$ cat config.mk
export PLATFORM = sky130hd
export DESIGN_NAME = fetch_unit
export DESIGN_NICKNAME = d
export VERILOG_FILES = /design/src/rtl/fetch_unit.sv
export SDC_FILE = /design/constraint.sdc
export NUM_CORES = 1
export LEC_CHECK = 0
export CELL_PAD_IN_SITES_DETAIL_PLACEMENT = 0
export CELL_PAD_IN_SITES_GLOBAL_PLACEMENT = 1
export CORE_MARGIN = 2
export CORE_UTILIZATION = 35
export CTS_CLUSTER_SIZE = 8
export DETAILED_ROUTE_END_ITERATION = 8
export GPL_ROUTABILITY_DRIVEN = 0
export PLACE_DENSITY_LB_ADDON = 0.12
export RECOVER_POWER = 25
export SLEW_MARGIN = 20
export SYNTH_ARGS = -nofsm -noshare
export SYNTH_HDL_FRONTEND = slang
export SYNTH_SLANG_ARGS = --single-unit
export TNS_END_PERCENT = 20
$ cat constraint.sdc
create_clock -name clk -period 4.4 [get_ports clk]
set_input_delay 0.88 -clock clk [delete_from_list [all_inputs] [get_ports clk]]
set_output_delay 0.88 -clock clk [all_outputs]
set_load 0.03 [all_outputs]
$ cat src/rtl/fetch_unit.sv
// fetch_unit: single-issue instruction fetch sequencer.
// Fetches one word at pc, hands it to decode, waits for the execute stage to
// resolve its control outcome, then computes the next pc. A misaligned next
// pc sets a sticky flag and parks the unit in HALT until reset.
//
// Ports:
//   clk, rst                 clock; asynchronous active-low reset
//   imem_req/addr/ack/rdata  instruction memory request/response
//   instr, instr_valid       registered instruction handed to decode
//   instr_ready              decode accepts instr
//   pc, pc_plus4             address of issued instruction and address+4
//   resolve_valid            execute presents control outcome
//   Jump, Branch, Jalr       control decode of the issued instruction
//   func3, Zero, Neg         branch condition select and ALU flags
//   ImmExt, ALUResult        branch/jump offset; jalr target
//   misaligned               sticky misaligned-target flag
//   retired                  count of resolved instructions
module fetch_unit #(
  parameter logic [31:0] RESET_PC = 32'h0000_0000
) (
  input  logic        clk,
  input  logic        rst,
  output logic        imem_req,
  output logic [31:0] imem_addr,
  input  logic        imem_ack,
  input  logic [31:0] imem_rdata,
  output logic [31:0] instr,
  output logic        instr_valid,
  input  logic        instr_ready,
  output logic [31:0] pc,
  output logic [31:0] pc_plus4,
  input  logic        resolve_valid,
  input  logic        Jump,
  input  logic        Branch,
  input  logic        Jalr,
  input  logic [2:0]  func3,
  input  logic        Zero,
  input  logic        Neg,
  input  logic [31:0] ImmExt,
  input  logic [31:0] ALUResult,
  output logic        misaligned,
  output logic [31:0] retired
);

  typedef enum logic [2:0] {
    FETCH,
    WAIT_MEM,
    ISSUE,
    RESOLVE,
    HALT
  } state_t;

  state_t      state;
  state_t      state_nxt;
  logic        taken;
  logic [31:0] target;
  logic        target_ok;

  // Bit 0 of the jalr target is always forced to zero.
  logic        unused_alu_lsb;
  assign unused_alu_lsb = ALUResult[0];

  always_comb begin
    taken = 1'b0;
    case (func3)
      3'b000:  taken = Zero;
      3'b001:  taken = !Zero;
      3'b100:  taken = Neg;
      3'b101:  taken = !Neg;
      default: taken = 1'b0;
    endcase
  end

  always_comb begin
    if (Jalr)
      target = {ALUResult[31:1], 1'b0};
    else if (Jump || (Branch && taken))
      target = pc + ImmExt;
    else
      target = pc_plus4;
  end

  assign target_ok = (target[1:0] == 2'b00);

  always_ff @(posedge clk or negedge rst) begin
    if (!rst)
      state <= FETCH;
    else
      state <= state_nxt;
  end

  always_comb begin
    state_nxt = state;
    case (state)
      FETCH, WAIT_MEM: state_nxt = imem_ack ? ISSUE : WAIT_MEM;
      ISSUE:           if (instr_ready) state_nxt = RESOLVE;
      RESOLVE:         if (resolve_valid) state_nxt = target_ok ? FETCH : HALT;
      HALT:            state_nxt = HALT;
      default:         state_nxt = FETCH;
    endcase
  end

  assign imem_req    = (state == FETCH) || (state == WAIT_MEM);
  assign imem_addr   = pc;
  assign instr_valid = (state == ISSUE);

  always_ff @(posedge clk or negedge rst) begin
    if (!rst) begin
      pc         <= RESET_PC;
      pc_plus4   <= RESET_PC + 32'd4;
      instr      <= '0;
      misaligned <= 1'b0;
      retired    <= '0;
    end else begin
      case (state)
        FETCH, WAIT_MEM: begin
          if (imem_ack) instr <= imem_rdata;
        end
        RESOLVE: begin
          if (resolve_valid) begin
            retired <= retired + 32'd1;
            if (target_ok) begin
              pc       <= target;
              pc_plus4 <= target + 32'd4;
            end else begin
              misaligned <= 1'b1;
            end
          end
        end
        default: ;
      endcase
    end
  end

endmodule

[Word-level counts from Yosys, hierarchy flattened]
Cells that the tools add are included.
Storage, ports and cells
  register bits after elaboration: 132
  input bits: 109
  output and inout port bits: 163
  word-level logic and storage cells: 41
Cells by class
  $add $sub $neg: 3
  eq/ne operators: 9
  multiplexer cells: 8
  bitwise logic cells: 1
  reduce and logical (&&, ||, !) cells: 14
Operators with widths (count)
  two-way mux 32 bit: 2
  adder 32 x 1 -> 32 bit (second input constant): 1
  adder 32 x 3 -> 32 bit (second input constant): 1
  adder 32 bit: 1
  one-hot mux 3 bit (4 select lines): 1
  == test 3 bit (second input constant): 3
  two-way mux 3 bit: 3
  == test 3 x 1 -> 1 bit (second input constant): 2
  == test 3 x 2 -> 1 bit (second input constant): 2
  zero test 3 bit: 2
  AND reduction 2 bit: 3
  AND reduction 3 bit: 2
  one-hot mux 1 bit (4 select lines): 1
  zero test 1 bit: 2
  zero test 2 bit: 1
  logical OR 1 bit: 2
  two-way mux 2 bit: 1
  != test 2 x 1 -> 1 bit (second input constant): 1
  != test 2 bit (second input constant): 1
  OR reduction 2 bit: 1
  logical AND 1 bit: 1
  inverter 1 bit: 1

[Depth between registers and ports, before layout]
  depth in word-level cells: 10
  mapped depth: 14
  depth with buffers taken out: 14

[Worst setup path before layout]
OpenSTA, ideal clock, no wires.
  path kind: in2reg
  from: in ImmExt[0]
  to: reg pc_plus4[31]
  library setup time: 0.133 ns
  arrival: 3.884 ns
  slack: 0.383 ns
  stages on the path: 14
  cells stage by stage: ha_1 > inv_1 > fa_1 > nand2b_1 > a21oi_1 > o211ai_2 > a211oi_1 > mux2i_1 > o221ai_1 > nor4b_2 > nand4b_1 > nor4_4 > and4_1 > o31ai_2
On the way
  word-level cells in the longest chain between the ends: 5
  elaborated cells on any way between the ends: 6
  those cells by class: add/sub (2); mux (2); reduce/logical (2)
RTL lines
  start: declaration: line 39  | input logic [31:0] ImmExt,
  adder 32 bit *: line 78  | target = pc + ImmExt;
  two-way mux 32 bit *: line 77  | else if (Jump || (Branch && taken))
  two-way mux 32 bit *: line 75  | if (Jalr)
  parallel branches: the longest is 2 deep, another holds adder 32 x 3 -> 32 bit
  end signal: assignment: line 110  | pc_plus4 <= RESET_PC + 32'd4;
  end signal: assignment: line 124  | pc_plus4 <= target + 32'd4;
  end: declaration: line 31  | output logic [31:0] pc_plus4,
Mark *: on every way between the ends.
A chain may end at the register's enable or synchronous reset.

[Worst setup path in the final report]
  from: in ImmExt[1]
  to: reg pc_plus4[31]
The elaborated chain is that of the path after synthesis.

==> summary.md <==
| Metric | Value |
|---|---|
| DRC Markers | 0 |
| #FFs+latches synth | 130 |
| Final Instance Count excl. Fillers | roughly 1.6k |
| Clk buf depth | 2 |
| Cts-stage hold buffer count | 0 |
| DIE HEIGHT | 160.3 µm |
| Post-synth ARST share | 100.0% |
| EDFF count, synth | 0 |
| Worst setup margin | 198.1 ps |
| DR iter-0 viols | between 400 and 500 |
| Tightest Pin Transition | around 3300 ps |
| Part of the Yosys area used for sequential elements | a little under two fifths |
| Delay-heaviest family, CP | simple AND/OR/NAND/NOR gates |
| Crit-path slowest cell | clkdlybuf4s50_1 |
| Insertion delay to the later sink of the worst-skew pair | roughly 420 ps |
| Max-slew headroom | -118.7% |
| Setup CP Type | in -> reg |
| Final Hold Viols | 0 |
| CTS HTree Levels | 4 |
| Total Wirelength | ~29 mm |
| Worst Clk Skew | between 10 and 15 ps |
| Root Driver | clkbuf_16 |
| LEAKAGE | between 5 and 6 nW |
| Power per Cell Area | 674.1 nW/µm² |
| Vias in the first global route | a little over 8k |
| Ys flop type | dfrtp_1 |
| Sequential Power Share | roughly a quarter |
| Port Buffers | between 200 and 300 |
| Syn avg cell area | 9.166 µm² |
| Yosys warns | 0 |
| Worst hold margin | approximately 470 ps |
| Max Cap Violations | 1 |
| Clock tree sinks | 130 |
| Fin nets | approximately 1.4k |
| Cell row count | 57 |
| Setup WS pre-CTS | -377.2 ps |
| Clock-pin slew on the worst setup and hold paths | 70 ps |
| Vias per inst | around 5 |
| Multi-input logic area | a little under 5000 µm² |
| Status | finished with violations |
| Cell Int Power | ~4.8 mW |
| Share of the synthesized area in the top cell type | 37.75% |
| Layout fillers | around 2.2k |
| Ant diodes | 0 |
| Combinational share of power | about three fifths |
| Worst Setup End Kind | flip-flop |
| Synth area leader | dfrtp_1 |
| Setup crit start kind | primary input |
| Synth cell types | 89 |
| CTS tree | yes |
| Syn Nets | 1076 |
| Period utilisation layout | between 90% and 100% |
| Tot GR Track Use | 22.50% |
| Seq. cell area | about 3300 µm² |
| Hold Path Class | reg -> reg |
| Min Tclk post-route | ~4200 ps |
| Worst Path Required | 4680 ps |
| Worst VDD drop | 0.4223 mV |
| P&R area growth vs syn | 50.87% |
| Violated checks | capacitance limit, slew limit |
| Starting Density | between 30% and 40% |
| Grt ovf | 0 |
| Core ar. | ~24000 µm² |
| DRT Pass-1 Iters | 5 |
| Die width | 160.3 µm |
| Util after Layout | around 53% |
| Drt wl/cell | ~18 µm |
| First-pass GRT wire length | approximately 46 mm |
| CTS buffer count | 17 |
| Post-DP HPWL | 22.30 mm |
| CP Cell Sequence | clkdlybuf4s50_1 -> buf_4 -> ha_1 -> a21o_1 -> buf_4 -> nand4_1 -> a211oi_1 -> o21ai_0 -> nor3_1 -> nor3_2 -> nor4_4 -> buf_6 -> nand4_4 -> nor4_4 -> and4_1 -> o31ai_2 |
| Full die area | 25700 µm² |
| CP max stage delay | approximately 420 ps |
| Largest net degree at the start of global routing | 75 |
| Synthesized area | about 8600 µm² |
| Clock power share | 16.5% |
| DR vias | 8270 |
| Synth top area cells | dfrtp_1 (38%), nand2_1 (6.0%), ha_1 (4.8%) |
| Initial antenna violation count | 1 |
| Layout cell share with drive strength beyond 1 | 18.84% |
| ANT nets after route | 0 |
| Slew Limit Fails | 57 |
| Placed insts | about 1.6k |
| Switching share of total power | about 45% |
| Sw power | slightly below 4 mW |
| WP data arrival | 4490 ps |
| Mapped Cells | 933 |
| Final setup viols | 0 |
| Critical path peak fanout | 5 |
| Max Fclk | about 240 MHz |
| Worst path bufs/invs | 4 |
| IO Pins | approximately 270 |
## final timing paths
check                                                end  slack [ps]                     start  cells after the start
worst max-delay path            pc_plus4[31]$_DFFE_PN0P_         200                 ImmExt[1]                     16
worst min-delay path             retired[31]$_DFFE_PN0P_         470   retired[31]$_DFFE_PN0P_                      1
worst max register to register  pc_plus4[31]$_DFFE_PN0P_         650  imem_addr[1]$_DFFE_PN0P_                     15
worst min register to register   retired[31]$_DFFE_PN0P_         470   retired[31]$_DFFE_PN0P_                      1
max in group asynchronous        retired[26]$_DFFE_PN0P_         970                       rst                      1
min in group asynchronous       imem_addr[9]$_DFFE_PN0P_        1550                       rst                      1
## state kept, by name, summed over array words and instances, names as in the netlist
register and flops:
misaligned 1, imem_addr 32, instr 32, state 3, retired 32, pc_plus4 30
## metal layers
| metal | global-route usage [%] | up-vias | routed length (µm) |
|---|---|---|---|
| li1 | - | 4025 | - |
| met1 | 30.52 | 3957 | 13180 |
| met2 | 35.73 | 266 | 13330 |
| met3 | 6.431 | 20 | 2064 |
| met4 | 5.242 | 2 | 321 |
| met5 | 0 | - | 11 |
## kinds of logic (layout without fill, tap and decap cells)
group,Yosys count,in the layout,synth area share [%]
muxes,45,45,5.911
adders and majority gates,34,34,5.062
AOI/OAI and AO/OA,215,215,16.91
buffers and inverters,93,455,5.969
xor gates and xnor gates,66,66,6.759
and+or+nand+nor,350,350,21.33
DFF,130,130,38.05
## power by group through the flow
stage                     clock network (mW)  logic, mW  registers (mW)
after floorplan                            0       2.27            2.82
after global placement                     0       5.16            2.06
after detailed placement                   0       5.17            2.07
after CTS                               1.47       5.20            2.06
after global routing                    1.51       5.61            2.13
final                                   1.43       5.22            2.04
## Yosys cell counts, types with 19 or more instances
library cell and instances:
nand2_1 136, dfrtp_1 129, nor2_1 71, o21ai_0 63
a21oi_1 44, xnor2_1 43, buf_4 35, mux2_2 34
ha_1 33, xor2_1 23, clkbuf_1 19, inv_1 19
## layout make-up
type	count	area share, %
Multi-Input combinational cell	710	37.66
Timing Repair Buffer	404	28.98
Sequential cell	130	25.22
Clock buffer	18	3.326
Tap cell	324	3.142
Clock inverter	14	1.125
Inverter	19	0.5528
## cell usage in the layout, fill, tap and decap left out, types with 5 or more instances in the layout
| cell | netlist | layout |
|---|---|---|
| nor4_4 | 5 | 6 |
| nand2_1 | 136 | 136 |
| a21oi_1 | 44 | 43 |
| mux2_2 | 34 | 34 |
| buf_4 | 35 | 130 |
| clkbuf_16 | 0 | 17 |
| clkdlybuf4s50_1 | 0 | 268 |
| or3_1 | 7 | 7 |
| o21ai_1 | 5 | 6 |
| a211oi_1 | 10 | 7 |
| and2_1 | 8 | 8 |
| a31o_2 | 5 | 5 |
| a311oi_1 | 6 | 6 |
| nor3_1 | 15 | 14 |
| ha_1 | 33 | 33 |
| o21ai_0 | 63 | 62 |
| inv_6 | 0 | 6 |
| and4_1 | 5 | 5 |
| xnor2_1 | 43 | 43 |
| nand2b_1 | 10 | 8 |
| nor4_1 | 8 | 8 |
| o21a_1 | 8 | 8 |
| nor3_2 | 4 | 5 |
| a221oi_1 | 7 | 7 |
| xor2_1 | 23 | 23 |
| inv_1 | 19 | 19 |
| mux2i_1 | 8 | 8 |
| nand3_1 | 18 | 17 |
| nor2_1 | 71 | 71 |
| and3_1 | 14 | 14 |
| dfrtp_1 | 129 | 129 |
| nand4_1 | 17 | 17 |
| a21o_1 | 13 | 13 |
## through the flow
stage,area (µm²),power [mW],setup TNS (ps)
after floorplan,8552,5.088,0
after global placement,12260,7.223,-3192
after detailed placement,12260,7.246,-3534
after CTS,12830,8.730,0
after global routing,12900,9.248,-111.6
final,12900,8.697,0
## what timing repair did
action / in CTS / in global routing
setup endpoints to repair: 0 / 13
setup buffers: 0 / 1
gates resized for setup: 0 / 14
Power figures use the tool's default switching activity.
